## src/rtl/div_ctrl_pkg.sv

```systemverilog
// Shared types for the EX-stage divider: ALU opcode encoding, divider FSM states
// and small opcode-decode helpers used by the sequencing controller.
package div_ctrl_pkg;

    localparam int DIV_ITERS = 32;

    typedef enum logic [4:0] {
        ALU_ADD   = 5'd0,
        ALU_SUB   = 5'd1,
        ALU_AND   = 5'd2,
        ALU_OR    = 5'd3,
        ALU_XOR   = 5'd4,
        ALU_NOR   = 5'd5,
        ALU_SLL   = 5'd6,
        ALU_SRL   = 5'd7,
        ALU_SRA   = 5'd8,
        ALU_SLT   = 5'd9,
        ALU_SLTU  = 5'd10,
        ALU_LUI   = 5'd11,
        ALU_MUL   = 5'd12,
        ALU_MULH  = 5'd13,
        ALU_MULHU = 5'd14,
        ALU_DIV   = 5'd15,
        ALU_MOD   = 5'd16,
        ALU_DIVU  = 5'd17,
        ALU_MODU  = 5'd18
    } AluCtrl;

    typedef enum logic [2:0] {
        DIV_IDLE,
        DIV_PREP,
        DIV_ITER,
        DIV_FIX,
        DIV_DONE
    } DivState;

    function automatic logic is_div_op(input logic [4:0] op);
        return (op == ALU_DIV) || (op == ALU_MOD) || (op == ALU_DIVU) || (op == ALU_MODU);
    endfunction

    function automatic logic is_signed_op(input logic [4:0] op);
        return (op == ALU_DIV) || (op == ALU_MOD);
    endfunction

    // Quotient-producing ops; the other two return the remainder.
    function automatic logic is_quo_op(input logic [4:0] op);
        return (op == ALU_DIV) || (op == ALU_DIVU);
    endfunction

endpackage

```

## src/rtl/div_core.sv

```systemverilog
// Radix-2 restoring divide datapath on unsigned magnitudes. Sequencing is
// entirely owned by div_ctrl through the load and step strobes.
module div_core #(
    parameter int XLEN = 32
) (
    input  logic            aclk,
    input  logic            reset,
    input  logic            load,
    input  logic            step,
    input  logic [XLEN-1:0] dividend_abs,
    input  logic [XLEN-1:0] divisor_abs,
    output logic [XLEN-1:0] quo,
    output logic [XLEN-1:0] rem
);

    logic [XLEN:0]   rem_q;
    logic [XLEN-1:0] quo_q;
    logic [XLEN-1:0] divisor_q;
    logic [XLEN+1:0] shifted;
    logic [XLEN+1:0] trial;

    // The extra top bit of trial acts as the borrow that decides restore vs keep.
    always_comb begin
        shifted = {rem_q, quo_q[XLEN-1]};
        trial   = shifted - {2'b00, divisor_q};
    end

    always_ff @(posedge aclk) begin
        if (reset) begin
            rem_q     <= '0;
            quo_q     <= '0;
            divisor_q <= '0;
        end else if (load) begin
            rem_q     <= '0;
            quo_q     <= dividend_abs;
            divisor_q <= divisor_abs;
        end else if (step) begin
            if (!trial[XLEN+1]) begin
                rem_q <= trial[XLEN:0];
                quo_q <= {quo_q[XLEN-2:0], 1'b1};
            end else begin
                rem_q <= shifted[XLEN:0];
                quo_q <= {quo_q[XLEN-2:0], 1'b0};
            end
        end
    end

    assign quo = quo_q;
    assign rem = rem_q[XLEN-1:0];

endmodule

```

## src/rtl/div_ctrl.sv

```systemverilog
// Multi-cycle divide sequencer: latches one request, runs div_core for a fixed
// number of steps, applies sign and divide-by-zero fixups, and holds the result.
module div_ctrl
    import div_ctrl_pkg::*;
#(
    parameter int XLEN      = 32,
    parameter int DIV_ITERS = div_ctrl_pkg::DIV_ITERS
) (
    input  logic            aclk,
    input  logic            reset,
    input  logic            flush,
    input  logic            in_valid,
    output logic            in_ready,
    input  logic [4:0]      op,
    input  logic [XLEN-1:0] src1,
    input  logic [XLEN-1:0] src2,
    input  logic [4:0]      rd_no,
    output logic            out_valid,
    input  logic            out_ready,
    output logic [XLEN-1:0] result,
    output logic [4:0]      out_rd_no,
    output logic            busy
);

    localparam int CNT_W = $clog2(DIV_ITERS);
    localparam logic [CNT_W-1:0] LAST_ITER = CNT_W'(DIV_ITERS - 1);

    DivState state, next_state;

    logic [4:0]      op_q;
    logic [4:0]      rd_q;
    logic [XLEN-1:0] src1_q;
    logic [XLEN-1:0] src2_q;
    logic            sign_q;
    logic            sign_r;
    logic            div0_q;
    logic [CNT_W-1:0] count_q;
    logic [XLEN-1:0] result_q;
    logic [4:0]      out_rd_q;

    logic            accept;
    logic            core_load;
    logic            core_step;
    logic            s1;
    logic            s2;
    logic [XLEN-1:0] dividend_abs;
    logic [XLEN-1:0] divisor_abs;
    logic [XLEN-1:0] quo;
    logic [XLEN-1:0] rem;
    logic [XLEN-1:0] fix_value;

    assign accept = in_valid & in_ready & is_div_op(op) & ~flush;

    div_core #(.XLEN(XLEN)) u_core (
        .aclk         (aclk),
        .reset        (reset),
        .load         (core_load),
        .step         (core_step),
        .dividend_abs (dividend_abs),
        .divisor_abs  (divisor_abs),
        .quo          (quo),
        .rem          (rem)
    );

    always_ff @(posedge aclk) begin
        if (reset) state <= DIV_IDLE;
        else       state <= next_state;
    end

    // flush overrides every transition, including the DONE handshake.
    always_comb begin
        next_state = state;
        unique case (state)
            DIV_IDLE: if (accept) next_state = DIV_PREP;
            DIV_PREP: next_state = DIV_ITER;
            DIV_ITER: if (count_q == LAST_ITER) next_state = DIV_FIX;
            DIV_FIX:  next_state = DIV_DONE;
            DIV_DONE: if (out_ready) next_state = DIV_IDLE;
            default:  next_state = DIV_IDLE;
        endcase
        if (flush) next_state = DIV_IDLE;
    end

    always_comb begin
        in_ready  = (state == DIV_IDLE);
        busy      = (state != DIV_IDLE);
        out_valid = (state == DIV_DONE);
        core_load = (state == DIV_PREP);
        core_step = (state == DIV_ITER);
    end

    // Magnitudes wrap modulo 2^XLEN, so the most negative value maps to itself.
    always_comb begin
        s1           = is_signed_op(op_q) & src1_q[XLEN-1];
        s2           = is_signed_op(op_q) & src2_q[XLEN-1];
        dividend_abs = s1 ? -src1_q : src1_q;
        divisor_abs  = s2 ? -src2_q : src2_q;
    end

    always_comb begin
        fix_value = is_quo_op(op_q) ? (sign_q ? -quo : quo)
                                    : (sign_r ? -rem : rem);
        if (div0_q) fix_value = is_quo_op(op_q) ? '1 : src1_q;
    end

    always_ff @(posedge aclk) begin
        if (reset) begin
            op_q     <= '0;
            rd_q     <= '0;
            src1_q   <= '0;
            src2_q   <= '0;
            sign_q   <= 1'b0;
            sign_r   <= 1'b0;
            div0_q   <= 1'b0;
            count_q  <= '0;
            result_q <= '0;
            out_rd_q <= '0;
        end else begin
            if (accept) begin
                op_q   <= op;
                rd_q   <= rd_no;
                src1_q <= src1;
                src2_q <= src2;
            end
            if (state == DIV_PREP) begin
                sign_q  <= s1 ^ s2;
                sign_r  <= s1;
                div0_q  <= (src2_q == '0);
                count_q <= '0;
            end
            if (state == DIV_ITER) count_q <= count_q + CNT_W'(1);
            if (state == DIV_FIX && !flush) begin
                result_q <= fix_value;
                out_rd_q <= rd_q;
            end
        end
    end

    assign result    = result_q;
    assign out_rd_no = out_rd_q;

endmodule

```

## config.mk

```make
export PLATFORM = sky130hd
export DESIGN_NAME = div_ctrl
export DESIGN_NICKNAME = d
export VERILOG_FILES = /design/src/rtl/div_ctrl_pkg.sv /design/src/rtl/div_core.sv /design/src/rtl/div_ctrl.sv
export SDC_FILE = /design/constraint.sdc
export NUM_CORES = 1
export LEC_CHECK = 0
export ABC_CLOCK_PERIOD_IN_PS = 7100
export BUFFER_PORTS_ARGS = -buffer_cell sky130_fd_sc_hd__buf_2
export CORE_ASPECT_RATIO = 1.4
export CORE_MARGIN = 5
export CORE_UTILIZATION = 65
export CTS_CLUSTER_DIAMETER = 30
export CTS_CLUSTER_SIZE = 40
export DETAILED_ROUTE_END_ITERATION = 8
export PLACE_DENSITY_LB_ADDON = 0.12
export SETUP_SLACK_MARGIN = 0.15
export SLEW_MARGIN = 20
export SYNTH_ARGS = -nofsm -noshare
export SYNTH_HDL_FRONTEND = slang
export SYNTH_SLANG_ARGS = --single-unit
```

## constraint.sdc

```tcl
create_clock -name aclk -period 7.1 [get_ports aclk]
set_clock_uncertainty 0.1 [all_clocks]
set_input_delay 0.71 -clock aclk [delete_from_list [all_inputs] [get_ports aclk]]
set_output_delay 0.71 -clock aclk [all_outputs]
set_load 0.1 [all_outputs]
```

==> impl_summary.txt <==
----------------------------------------------------
[Job]
  Max_cap viols ... 0

[Synth]
  Most used standard cell by instance count after synthesis ... sky130_fd_sc_hd__nand2_1
  Synth Area per Inst ... 7.55 sq um
  Post-synthesis cell count ... around 1700
  Area share of the largest cell type after synthesis ... between 30% and 40%
  Sequential fraction of the synthesis area ... between 30 and 40%
  Leading post-synthesis cells by cell area ... sky130_fd_sc_hd__dfxtp_1, sky130_fd_sc_hd__nand2_1, sky130_fd_sc_hd__a21oi_1
  Distinct cell type count of the synthesized netlist ... 64
  Yosys warnings ... 0
  Number of flops mapped to enable cells by yosys ... 0
  FF+latch count, synth ... 219
  Cell accounting for the most synthesized area ... sky130_fd_sc_hd__dfxtp_1
  Primary flip-flop cell chosen by synthesis mapping ... sky130_fd_sc_hd__dfxtp_1
  Most frequent cells after synthesis ... sky130_fd_sc_hd__nand2_1, sky130_fd_sc_hd__dfxtp_1, sky130_fd_sc_hd__a21oi_1
  Netlist Area Pre-Place ... 13000 sq um
  Syn nets ... between 1500 and 2000
  Synth async-reset ratio ... 0%

[Status]
  Result of the run ... completed

[Die]
  Placeable core area ... 19800 sq um
  Number of rows in the core area ... 61
  Y dimension of the die ... 177 um
  Area of the die ... 22900 sq um
  Number of top-level pins ... between 100 and 150
  Horiz. Die Dim ... 129 um
  Initial core utilization ... 65.7%

[Drt]
  Number of iterations in the first detailed-routing pass ... 6
  Met2 Wirelength ... about 19000 um
  Sum of routed wire segments on met1 ... 14300 um
  Detail Route met3 WL ... 2350 um
  Overall routed net length ... 36600 um
  Vias per std cell ... 6.20
  Routed WL per cell ... approximately 18 um
  Antenna Violating Nets Remaining ... 0
  Vias after detailed routing ... 12855
  DRT iter0 DRCs ... roughly 1100
  Final routed DRC violation total ... 0
  Highest routed layer ... met4

[Power]
  Leak pwr ... 6.13 nW
  Final Total Pwr ... 0.00345 W
  Peak VDD IR ... 0.229 mV
  Cell Pwr Density ... 229 nW/um^2

[STA]
  Max-slew violations ... 0
  Transition time at the pin with the least slew margin ... around 1.1 ns
  Remaining max-slew budget at the tightest pin ... 28.5%
  Fin. Hold Viols ... 0
  Period utilization ... 53.5%
  Fin crit period ... 3.80 ns
  TNS Setup ... 0 ns
  F_max ... about 260 MHz
  Unrepaired setup endpoints after global routing ... no
  Setup Viol. Count Final ... 0

[GRT]
  Maximum number of pins on one net before global-route repair ... 100
  Global-route wire length before repair ... 59500 um
  Combined global-route utilization of all metal layers ... between 30% and 40%
  Initial antenna violation count ... 0
  Via count of the first global-routing pass ... 12435
  Total grt overflow ... 0

[Finish]
  Synth-to-Final Area Change ... 15.7%
  Count of inserted antenna diode cells ... 0
  Fraction of layout cells with a size suffix above 1 ... 12.3%
  Fin nets ... about 1900

[Setup path]
  Count of buffer and inverter cells on the critical path ... 1
  Worst path required time ... 7.35 ns
  Type of the worst setup path ... reg2reg
  Startpoint kind of the worst setup timing path ... flip-flop
  Type of element capturing the critical path ... flip-flop
  Beginning of the worst register-to-register path ... u_core.rem_q[2]
  Start point of the critical path ... u_core.rem_q[2]
  CP max stage cell ... sky130_fd_sc_hd__a211oi_1
  Most common cell type on the critical path ... sky130_fd_sc_hd__a21oi_1
  Worst-path cell chain ... ha_1 -> a21o_1 -> a21oi_1 -> nand2_1 -> a21oi_1 -> nand2_1 -> a211oi_1 -> xnor2_2 -> buf_4 -> mux2i_1 -> a21oi_1
  Peak per-stage delay on the critical path ... 0.59 ns
  Worst path top cell family by delay ... compound AO/OA/AOI/OAI gates
  Worst endpoint data arrival time ... 4.05 ns
  Max Fanout on Critical Path ... 21

[Clock network]
  Root buffer cell ... sky130_fd_sc_hd__clkbuf_16
  Hold-fix buffer count after cts ... 0
  Longest Clk Path Bufs ... 3
  Clock Pin Slew Worst Setup and Hold Paths ... around 0.050 ns
  Post-CTS sizing ... 0
  Clock tree from TritonCTS ... built
  Number of H-tree levels ... 2
  Setup bufs post-CTS ... 0
  Inserted Clock Buffers ... 42
  CTS sink cnt ... 219
  Insertion delay of the later-clocked pin in the worst-skew pair ... 0.52 ns

[Place]
  Post-DP HPWL ... around 25000 um
  RD Place Congestion ... 0.948
  Number of port buffers ... 118

[Hold path]
  Hold/Removal Path Class ... in2reg
  Worst Min Path Start ... flush

----------------------------------------------------
cell usage in the layout, fill, tap and decap left out, types with 28 or more instances in the layout:
cell / synthesis / final
sky130_fd_sc_hd__nor3_1: 28 / 28
sky130_fd_sc_hd__nand2_1: 338 / 337
sky130_fd_sc_hd__dfxtp_1: 219 / 219
sky130_fd_sc_hd__xnor2_1: 70 / 69
sky130_fd_sc_hd__o31ai_1: 31 / 31
sky130_fd_sc_hd__o21ai_0: 97 / 97
sky130_fd_sc_hd__a211oi_1: 36 / 36
sky130_fd_sc_hd__buf_2: 1 / 117
sky130_fd_sc_hd__a311oi_1: 35 / 35
sky130_fd_sc_hd__xor2_1: 73 / 73
sky130_fd_sc_hd__mux2i_1: 30 / 30
sky130_fd_sc_hd__clkbuf_16: 0 / 43
sky130_fd_sc_hd__a21oi_1: 183 / 183
sky130_fd_sc_hd__ha_1: 38 / 38
sky130_fd_sc_hd__inv_1: 49 / 49
sky130_fd_sc_hd__nor2_1: 139 / 138
sequential cells by signal (all words and copies together) (netlist names):
signal / cells
count_q: 5
sign_q: 1
u_core.quo: 32
op_q: 5
src1_q: 32
rd_q: 5
out_rd_no: 5
src2_q: 32
u_core.divisor_q: 32
div0_q: 1
u_core.rem_q: 33
result: 32
state: 3
sign_r: 1
area by class of cell:
type	count	area, sq um
Clock buffer	55	1180
Fill cell	1546	4740
Inverter	49	184
Clock inverter	20	205
Sequential cell	219	4380
Tap cell	252	315
Timing Repair Buffer	133	706
Multi-Input combinational cell	1344	8050
worst register-to-register path: cells and delay by family (launching register included):
| kind | cells | cell delay [ns] |
|---|---|---|
| AOI/OAI and AO/OA | 5 | 1.37 |
| adders and majority gates | 1 | 0.34 |
| xor gates and xnor gates | 1 | 0.35 |
| muxes | 1 | 0.28 |
| buffers and inverters | 1 | 0.45 |
| and+or+nand+nor | 2 | 0.29 |
| DFF | 1 | 0.47 |
per-stage QoR:
step | instances | instance area [sq um] | setup slack [ns] | hold slack [ns] | util, %
2_1_floorplan | 1719 | 13000 | 3.34 | 0.329 | -
3_3_place_gp | 1997 | 13600 | 3.47 | 0.320 | 69.0
3_5_place_dp | 1997 | 13600 | 3.35 | 0.324 | 69.0
4_1_cts | 2072 | 15000 | 3.33 | 0.313 | 76.0
5_1_grt | 2072 | 15000 | 3.06 | 0.327 | 76.0
6_report | 2072 | 15000 | 3.30 | 0.329 | 76.0
routing by layer:
metal,track usage (%),up-vias
li1,-,6235
met2,56.2,486
met5,0,-
met3,5.16,118
met1,36.4,6016
met4,13.3,0
logic make-up (layout without fill, tap and decap cells):
| kind of cell | Yosys count | after routing | share of synthesized area, % |
|---|---|---|---|
| xor gates and xnor gates | 143 | 143 | 9.64 |
| DFF | 219 | 219 | 33.8 |
| AOI/OAI and AO/OA | 492 | 492 | 24.0 |
| muxes | 31 | 31 | 2.40 |
| adders and majority gates | 39 | 39 | 3.82 |
| buffers and inverters | 156 | 257 | 4.52 |
| and+or+nand+nor | 639 | 639 | 21.9 |
power breakdown:
group / internal (W) / switching [W] / total [W] / leakage (nW)
logic: 0.0000992 / 0.000159 / 0.000258 / 3.68
clock network: 0.00128 / 0.000656 / 0.00194 / 0.681
registers: 0.00124 / 0.0000121 / 0.00125 / 1.77
final timing paths:
path                                          to  cells after the start  slack, ns
worst max register to register  u_core.rem_q[18]                     11       3.30
worst max-delay path            u_core.rem_q[18]                     11       3.30
worst min register to register        result[31]                      2       0.33
worst min-delay path                    state[1]                      2       0.33
(Power assumes the default switching activity.)
